$ cat src/rtl/snake_scoreboard_mux.sv
// ---------------------------------------------------------------------------
// snake_scoreboard_mux
//
// Purpose:
//   Score display driver for the snake game. A binary score is converted to
//   BCD by a sequential shift-add-3 (double-dabble) engine. The converted
//   value is then scanned one digit at a time onto a shared seven-segment
//   bus, with one enable line per digit.
//
// Parameters:
//   SCORE_WIDTH  width of the binary score input
//   NUM_DIGITS   number of displayed decimal digits (1-8)
//   REFRESH_DIV  clock cycles each digit stays enabled (>=1)
//   ACTIVE_LOW   1 = segments/enables asserted low, 0 = asserted high
//
// Ports:
//   i_Clk          system clock (single domain)
//   i_Reset        asynchronous, active-high reset
//   i_Score        binary score, sampled together with i_ScoreValid
//   i_ScoreValid   one-cycle load strobe
//   o_Busy         a conversion is in progress
//   o_Overflow     displayed value is saturated to all nines
//   o_Segments     segment bus {g,f,e,d,c,b,a}
//   o_DigitEnable  one-hot digit enable, bit 0 = least-significant digit
//
// Optional feature macro:
//   SNAKE_SCOREBOARD_LZ_BLANK_EN - leading-zero blanking. Digits above the
//   most significant nonzero digit are driven dark. Digit 0 is never
//   blanked, and an overflowed (all nines) value is never blanked.
// ---------------------------------------------------------------------------
module snake_scoreboard_mux #(
  parameter int SCORE_WIDTH = 14,
  parameter int NUM_DIGITS  = 4,
  parameter int REFRESH_DIV = 50000,
  parameter int ACTIVE_LOW  = 1
) (
  input  logic                   i_Clk,
  input  logic                   i_Reset,
  input  logic [SCORE_WIDTH-1:0] i_Score,
  input  logic                   i_ScoreValid,
  output logic                   o_Busy,
  output logic                   o_Overflow,
  output logic [6:0]             o_Segments,
  output logic [NUM_DIGITS-1:0]  o_DigitEnable
);

  localparam int BCD_W = 4 * NUM_DIGITS;
  localparam int CNT_W = $clog2(SCORE_WIDTH + 1);
  localparam int PRE_W = (REFRESH_DIV > 1) ? $clog2(REFRESH_DIV) : 1;
  localparam int IDX_W = (NUM_DIGITS > 1) ? $clog2(NUM_DIGITS) : 1;

  localparam logic [6:0] SEG_ZERO = 7'b0111111;

  // Largest score that fits in NUM_DIGITS decimal digits (10^N - 1).
  function automatic longint unsigned max_display(input int digits);
    longint unsigned p;
    p = 1;
    for (int i = 0; i < digits; i++) begin
      p = p * 10;
    end
    return p - 1;
  endfunction

  localparam longint unsigned MAX_SCORE = max_display(NUM_DIGITS);

  // Standard seven-segment patterns; anything that is not 0-9 goes dark.
  function automatic logic [6:0] seg_decode(input logic [3:0] nibble);
    logic [6:0] s;
    case (nibble)
      4'd0:    s = 7'b0111111;
      4'd1:    s = 7'b0000110;
      4'd2:    s = 7'b1011011;
      4'd3:    s = 7'b1001111;
      4'd4:    s = 7'b1100110;
      4'd5:    s = 7'b1101101;
      4'd6:    s = 7'b1111101;
      4'd7:    s = 7'b0000111;
      4'd8:    s = 7'b1111111;
      4'd9:    s = 7'b1101111;
      default: s = 7'b0000000;
    endcase
    return s;
  endfunction

  function automatic logic [6:0] seg_pol(input logic [6:0] s);
    return (ACTIVE_LOW != 0) ? ~s : s;
  endfunction

  function automatic logic [NUM_DIGITS-1:0] en_pol(input logic [NUM_DIGITS-1:0] e);
    return (ACTIVE_LOW != 0) ? ~e : e;
  endfunction

  typedef enum logic [1:0] {
    ST_IDLE,
    ST_SHIFT,
    ST_COMMIT
  } state_t;

  state_t state, state_next;

  logic [SCORE_WIDTH-1:0] score_q;
  logic                   valid_q;

  logic [SCORE_WIDTH-1:0] pending_score;
  logic                   pending_valid;

  logic [SCORE_WIDTH-1:0] bin_reg;
  logic [BCD_W-1:0]       bcd_reg;
  logic [BCD_W-1:0]       bcd_adj;
  logic [CNT_W-1:0]       bit_cnt;
  logic                   conv_ovf;

  logic [BCD_W-1:0]       disp_reg;
  logic [NUM_DIGITS-1:0]  blank_reg;

  logic [PRE_W-1:0]       prescaler;
  logic [IDX_W-1:0]       digit_idx;

  logic                   load_en;
  logic                   shift_en;
  logic                   commit_en;
  logic                   pend_wr;
  logic [SCORE_WIDTH-1:0] load_value;
  logic                   last_bit;

  // The strobe and score are registered once before the converter looks at
  // them, so the FSM only ever sees a clean, registered request.
  always_ff @(posedge i_Clk or posedge i_Reset) begin
    if (i_Reset) begin
      score_q <= '0;
      valid_q <= 1'b0;
    end else begin
      score_q <= i_Score;
      valid_q <= i_ScoreValid;
    end
  end

  // Converter state register.
  always_ff @(posedge i_Clk or posedge i_Reset) begin
    if (i_Reset) begin
      state <= ST_IDLE;
    end else begin
      state <= state_next;
    end
  end

  assign last_bit = (bit_cnt == CNT_W'(SCORE_WIDTH - 1));

  // Next-state logic. A strobe arriving during COMMIT is treated like a
  // pending load, so back-to-back conversions never pass through IDLE.
  always_comb begin
    state_next = state;
    case (state)
      ST_IDLE:   if (valid_q) state_next = ST_SHIFT;
      ST_SHIFT:  if (last_bit) state_next = ST_COMMIT;
      ST_COMMIT: state_next = (pending_valid || valid_q) ? ST_SHIFT : ST_IDLE;
      default:   state_next = ST_IDLE;
    endcase
  end

  // Converter control outputs. In COMMIT the freshest strobe wins over the
  // pending slot, which matches "last value wins".
  always_comb begin
    o_Busy     = (state != ST_IDLE);
    shift_en   = (state == ST_SHIFT);
    commit_en  = (state == ST_COMMIT);
    load_en    = ((state == ST_IDLE) && valid_q) ||
                 ((state == ST_COMMIT) && (pending_valid || valid_q));
    pend_wr    = valid_q && (state == ST_SHIFT);
    load_value = ((state == ST_COMMIT) && !valid_q) ? pending_score : score_q;
  end

  // Single-entry pending slot; a newer request simply overwrites it.
  always_ff @(posedge i_Clk or posedge i_Reset) begin
    if (i_Reset) begin
      pending_valid <= 1'b0;
      pending_score <= '0;
    end else if (commit_en) begin
      pending_valid <= 1'b0;
    end else if (pend_wr) begin
      pending_valid <= 1'b1;
      pending_score <= score_q;
    end
  end

  // Add-3 correction applied to every BCD nibble before each shift.
  always_comb begin
    bcd_adj = bcd_reg;
    for (int i = 0; i < NUM_DIGITS; i++) begin
      if (bcd_reg[i*4 +: 4] >= 4'd5) begin
        bcd_adj[i*4 +: 4] = bcd_reg[i*4 +: 4] + 4'd3;
      end
    end
  end

  // Double-dabble datapath. The overflow flag is decided at capture time so
  // that COMMIT can substitute all nines without looking at the BCD result.
  always_ff @(posedge i_Clk or posedge i_Reset) begin
    if (i_Reset) begin
      bin_reg  <= '0;
      bcd_reg  <= '0;
      bit_cnt  <= '0;
      conv_ovf <= 1'b0;
    end else if (load_en) begin
      bin_reg  <= load_value;
      bcd_reg  <= '0;
      bit_cnt  <= '0;
      conv_ovf <= (64'(load_value) > MAX_SCORE);
    end else if (shift_en) begin
      {bcd_reg, bin_reg} <= {bcd_adj, bin_reg} << 1;
      bit_cnt            <= bit_cnt + CNT_W'(1);
    end
  end

  // Display register only moves in COMMIT, so the scan never catches a
  // half-converted value.
  always_ff @(posedge i_Clk or posedge i_Reset) begin
    if (i_Reset) begin
      disp_reg   <= '0;
      o_Overflow <= 1'b0;
    end else if (commit_en) begin
      o_Overflow <= conv_ovf;
      if (conv_ovf) begin
        for (int i = 0; i < NUM_DIGITS; i++) begin
          disp_reg[i*4 +: 4] <= 4'd9;
        end
      end else begin
        disp_reg <= bcd_reg;
      end
    end
  end

`ifdef SNAKE_SCOREBOARD_LZ_BLANK_EN
  logic [NUM_DIGITS-1:0] blank_next;

  // A digit is blank when it and every digit above it are zero. Walking
  // from the top down, "seen" marks the first nonzero digit.
  always_comb begin
    logic seen;
    seen       = 1'b0;
    blank_next = '0;
    for (int i = NUM_DIGITS - 1; i >= 1; i--) begin
      seen          = seen | (bcd_reg[i*4 +: 4] != 4'd0);
      blank_next[i] = !seen && !conv_ovf;
    end
  end

  // Blank mask travels with the display register.
  always_ff @(posedge i_Clk or posedge i_Reset) begin
    if (i_Reset) begin
      blank_reg <= '0;
    end else if (commit_en) begin
      blank_reg <= blank_next;
    end
  end
`else
  assign blank_reg = '0;
`endif

  // Refresh prescaler and digit index scan.
  always_ff @(posedge i_Clk or posedge i_Reset) begin
    if (i_Reset) begin
      prescaler <= '0;
      digit_idx <= '0;
    end else if (prescaler == PRE_W'(REFRESH_DIV - 1)) begin
      prescaler <= '0;
      if (digit_idx == IDX_W'(NUM_DIGITS - 1)) begin
        digit_idx <= '0;
      end else begin
        digit_idx <= digit_idx + IDX_W'(1);
      end
    end else begin
      prescaler <= prescaler + PRE_W'(1);
    end
  end

  logic [3:0]            sel_nibble;
  logic                  sel_blank;
  logic [NUM_DIGITS-1:0] en_onehot;
  logic [6:0]            seg_raw;

  // Select the scanned digit and build the raw (active-high) output values.
  always_comb begin
    sel_nibble = 4'd0;
    sel_blank  = 1'b0;
    en_onehot  = '0;
    for (int i = 0; i < NUM_DIGITS; i++) begin
      if (digit_idx == IDX_W'(i)) begin
        sel_nibble   = disp_reg[i*4 +: 4];
        sel_blank    = blank_reg[i];
        en_onehot[i] = 1'b1;
      end
    end
    seg_raw = sel_blank ? 7'b0000000 : seg_decode(sel_nibble);
  end

  // Output register; polarity is applied here so the pins never glitch.
  always_ff @(posedge i_Clk or posedge i_Reset) begin
    if (i_Reset) begin
      o_Segments    <= seg_pol(SEG_ZERO);
      o_DigitEnable <= en_pol(NUM_DIGITS'(1));
    end else begin
      o_Segments    <= seg_pol(seg_raw);
      o_DigitEnable <= en_pol(en_onehot);
    end
  end

endmodule

$ cat config.mk
export PLATFORM = sky130hd
export DESIGN_NAME = snake_scoreboard_mux
export DESIGN_NICKNAME = d
export VERILOG_FILES = /design/src/rtl/snake_scoreboard_mux.sv
export SDC_FILE = /design/constraint.sdc
export NUM_CORES = 1
export LEC_CHECK = 0
export ABC_AREA = 0
export CAP_MARGIN = 5
export CORE_ASPECT_RATIO = 2
export CORE_UTILIZATION = 59
export CTS_BUF_LIST = sky130_fd_sc_hd__clkbuf_16
export CTS_CLUSTER_SIZE = 25
export DETAILED_ROUTE_END_ITERATION = 10
export PLACE_DENSITY = 0.85
export SYNTH_ARGS = -nofsm -noshare
export SYNTH_HDL_FRONTEND = slang
export SYNTH_SLANG_ARGS = --single-unit
$ cat constraint.sdc
create_clock -name i_Clk -period 4.2 [get_ports i_Clk]
set_input_delay 0.84 -clock i_Clk [delete_from_list [all_inputs] [get_ports i_Clk]]
set_output_delay 0.84 -clock i_Clk [all_outputs]
set_load 0.005 [all_outputs]
# Yosys cells after proc, flatten, opt, wreduce, memory -nomap -nowiden
# Memory sizes are Yosys's and may differ from the RTL's.
# Index checks and enable logic that the tools add are counted.
# totals
output_inout_bits,13
mem_bits_ro,112
inputBits,17
memories,1
regBits,113
elab_cells,82
# op_classes
addsub,7
reduce_logical,14
bitwise_logic,3
magnitude_cmp,5
n_mux,28
eq_ne,9
# mem_list
name,depth,width,rd,rd_clocked_by_memory_dff,wr,line,text
(name not given),16,7,1,0,0,69,case (nibble)
# op_table
cell,n
$mux W16,4
$mux W14,3
$mux W4,9
$add A16 B1 Y16 const B,1
$eq A16 B16 Y1 const B,1
$ge A4 B3 Y1 const B,4
$gt A14 B14 Y1 const B,1
$add A4 B2 Y4 const B,3
$mux W1,7
$not A7 Y7,1
$eq A2 B2 Y1 const B,3
$mux W2,3
$pmux W2 S3,1
$reduce_bool A2 Y1,3
$add A4 B1 Y4 const B,1
$eq A2 B1 Y1 const B,2
$eq A4 B4 Y1 const B,1
$logic_and A1 B1 Y1,4
$logic_not A2 Y1,2
$not A4 Y4,1
$reduce_and A2 Y1,2
$add A3 B2 Y3 const B,1
$mux W3,1
$add A2 B1 Y2 const B,1
5 further kinds,6

# Logic depth before layout (Yosys ltp)
# An unclocked memory read counts as a cell.
# logic_depth
ltp_word,7
ltp_mapped,9
depth_no_buf,9

# Worst setup path before layout
# No wires, ideal clock.
# synth_path
kind,register to register
start,reg digit_idx[0]
end,reg o_Segments[4]
setup_ns,0.087
required_ns,4.113
n_path_buf,0
path_slack_ns,2.100
period_less_slack_ns,2.100
path_stages_with_launch,8
t_arrival_ns,2.012
path_cell_list,dfrtp_1 > ha_1 > nand3b_1 > a221oi_2 > inv_1 > ha_1 > mux2_2 > a22oi_1
# synth_via
elab_chain_len,7
word_cells_on_any_way,10
classes_between,3 x eq/ne; 4 x mux; 1 x bitwise; 1 x reduce/logical; 1 x memory
# synth_rtl
element,line,text
"start, declared",117,logic [IDX_W-1:0] digit_idx;
"start signal, assigned",270,digit_idx <= digit_idx + IDX_W'(1);
$logic_not A2 Y1,288,if (digit_idx == IDX_W'(i)) begin
$mux W4 (3 in series),288,
$mux W4 *,288,
$mem_v2 Z16 W7 *,n/a,
$not A7 Y7 *,86,return (ACTIVE_LOW != 0) ? ~s : s;
"end signal, assigned",300,o_Segments <= seg_pol(SEG_ZERO);
"end signal, assigned",303,o_Segments <= seg_pol(seg_raw);
"end, declared",43,"output logic [6:0] o_Segments,"
# Every way passes the cells marked *; elsewhere a longest branch is shown, timed or not.
# A chain may end at the register's enable or synchronous reset.

# Worst setup path after layout
# Same ends and word-level chain as after synthesis.

==> results.toml <==
[run_status]
status = "complete, no violations"

[drt]
drtPass1Iterations = 5
ant_nets = 0
routedWlPerCell_um = 16.08
avgViaCountPerCell = 5.906
drc = 0
first_iter_violations = 201
routed_wl_mm = 10.06
vias = 3697

[final_layout]
fillers = 579
fin_cells = 626
diodes = 0
areaGrowthSynthToFinish_pct = 17.28
multiInputGateArea_mm2 = 0.002125
regArea_mm2 = 0.002833
fin_util = 0.7101
final_layout_size_suffix_gt1_frac = 0.1141
nNetsFinal = 551

[global_routing]
antenna_found_initial = 0
grt_pass1_wl_mm = 16.88
globalRouteMet1Util = 0.2366
grt_pass1_vias = 3833
grt_usage = 0.2522
grt_max_degree = 66
globalRoute.busiestLayer = "met2"
grt_use_met3 = 0.08844
use_met2 = 0.4434
overflow = 0

[clock_network]
clk_latency_ns = 0.41
htreeDepth = 4
cts_sinks = 113
cts_hold_buffers = 0
path_clk_slew_ns = 0.05
cts_tree = "yes"
cts_resized = 0
clockRootBuffer = "clkbuf_16"
clockBufferDepth = 2
cts_inserted_buffers = 17
post-cts-setup-buffers = 0

[floorplan]
core_mm2 = 0.008528
num_rows = 48
pin_count = 30
dieArea_mm2 = 0.009153
die_w_um = 68.15
die_h_um = 134.3
initial_core_util = 0.6055

[pwr]
p_per_area_mw_per_mm2 = 660.0
leakagePower_nw = 2.739
peakVddDrop_uv = 406.7
finalPower_mw = 3.997

[yosys]
synthTopCellsByArea = "dfrtp_1, nand2_1, ha_1, mux2_2, o21ai_0"
yosys.area.top_type_share = 0.5282
syn_area_mm2 = 0.005164
synth-edff-count = 0
synth_area_leader_cell = "dfrtp_1"
synthesis.nets = 522
synthTopCellsByCount = "dfrtp_1, nand2_1, inv_1, o21ai_0, nor2_1"
ys_warn_count = 0
synthFlopType = "dfrtp_1"
ys_seq_area_frac = 0.5486
synth_most_common_cell = "dfrtp_1"
ys_seq_elements = 113
synth_cells = 485
yosysUniqueCellTypes = 47
ys_async_sr_fraction = 1.000
avgSynthCellArea_um2 = 10.65

[timing]
fin_crit_ns = 2.498
hold_viol_final = 0
slew-limit-headroom = 0.2612
max_freq_ghz = 0.4004
maxSlewViolCount = 0
finClkSkew_ns = 0.01279
setup_viol = 0
tns_ns = 0
worst_slew_pin_slew_ns = 1.104
finalCritPeriodShare = 0.5947
fin_ws_ns = 1.702
rsz0062_at_grt = "false"

[min_path]
min-delay-path-class = "register to register"

[worst_setup_path]
crit_path_max_fanout = 11
setup.worst_path.end_class = "register"
criticalPathCategory = "register to register"
critPathLaunchType = "register"
cp.arrival_ns = 2.82
required_ns = 4.52

[placed_design]
place_congestion = 0.8841
portBuffers = 29
pre_cts_ws_ns = 1.796
hpwl_mm = 6.769
dpl.cell_count = 595

[job]
drv_cap = 0
critical path, stage by stage, from the launching register on:
cell and delay, ns:
dfrtp_1 0.44, ha_1 0.47, a211oi_1 0.13, a221oi_2 0.53, inv_1 0.19, ha_1 0.24
mux2_2 0.26, a22oi_1 0.13
worst paths after layout:
check / from / to / slack [ns] / cells after the start
worst max-delay path: digit_idx[0] / o_Segments[4] / 1.70 / 7
min in group asynchronous: i_Reset / prescaler[10] / 0.85 / 2
max in group asynchronous: i_Reset / pending_score[13] / 2.61 / 3
worst min register to register: prescaler[11] / prescaler[11] / 0.49 / 1
worst min-delay path: prescaler[11] / prescaler[11] / 0.49 / 1
worst max register to register: digit_idx[0] / o_Segments[4] / 1.70 / 7
layer usage:
layer / vias to the layer above / part of all wire
met4: 0 / 0.025
met3: 21 / 0.032
met1: 1837 / 0.36
met5: - / 0
met2: 95 / 0.58
li1: 1744 / -
final cells by class:
class / instances / area share
well taps: 100 / 0.02066
flip-flops and latches: 113 / 0.4678
clock buffers: 17 / 0.07025
multi-input cells: 322 / 0.3508
repair buffers: 34 / 0.05620
inverters: 26 / 0.01653
clock inverters: 14 / 0.01777
through the flow:
stage	instance area, µm²	hold WS [ns]
6_report	6056	0.4886
5_1_grt	6056	0.5055
4_1_cts	6056	0.4886
3_5_place_dp	5523	0.4758
3_3_place_gp	5523	0.4673
2_1_floorplan	5164	0.4401
placed cells by master (no fill, tap or decap), types with 3 or more instances in the layout:
| master | count |
|---|---|
| buf_4 | 4 |
| o31ai_1 | 5 |
| a31oi_1 | 5 |
| and3_1 | 4 |
| nand3_1 | 15 |
| a21oi_1 | 19 |
| nor4_1 | 5 |
| nor3_1 | 10 |
| a221o_1 | 10 |
| clkinv_1 | 7 |
| dfrtp_1 | 109 |
| clkdlybuf4s50_1 | 29 |
| xnor2_1 | 13 |
| o21ai_0 | 26 |
| nand2_1 | 71 |
| nand2b_1 | 10 |
| inv_1 | 28 |
| ha_1 | 20 |
| a22oi_1 | 5 |
| clkbuf_16 | 17 |
| nand4_1 | 5 |
| mux2_2 | 21 |
| o22ai_1 | 8 |
| nor2_1 | 25 |
| xor2_1 | 10 |
| nor3b_1 | 4 |
| dfstp_2 | 4 |
| mux2i_1 | 3 |
cell families (layout without fill, tap and decap cells):
group | count (synthesis) | in the layout | synth area share
simple gates | 164 | 164 | 0.1519
xor+xnor | 23 | 23 | 0.03901
compound gates | 90 | 90 | 0.1175
buf+inv | 50 | 91 | 0.03998
flops | 113 | 113 | 0.5486
mux | 25 | 25 | 0.05452
fa+ha+maj | 20 | 20 | 0.04846
power by group:
part | total, mW | switching, mW | internal (mW) | leakage (nW)
combinational | 1.07 | 0.560 | 0.508 | 1.05
sequential | 1.64 | 0.248 | 1.39 | 1.42
clock | 1.29 | 0.450 | 0.841 | 0.273
total | 4.00 | 1.26 | 2.74 | 2.74
Note: power is estimated with default switching activity, not from simulation.
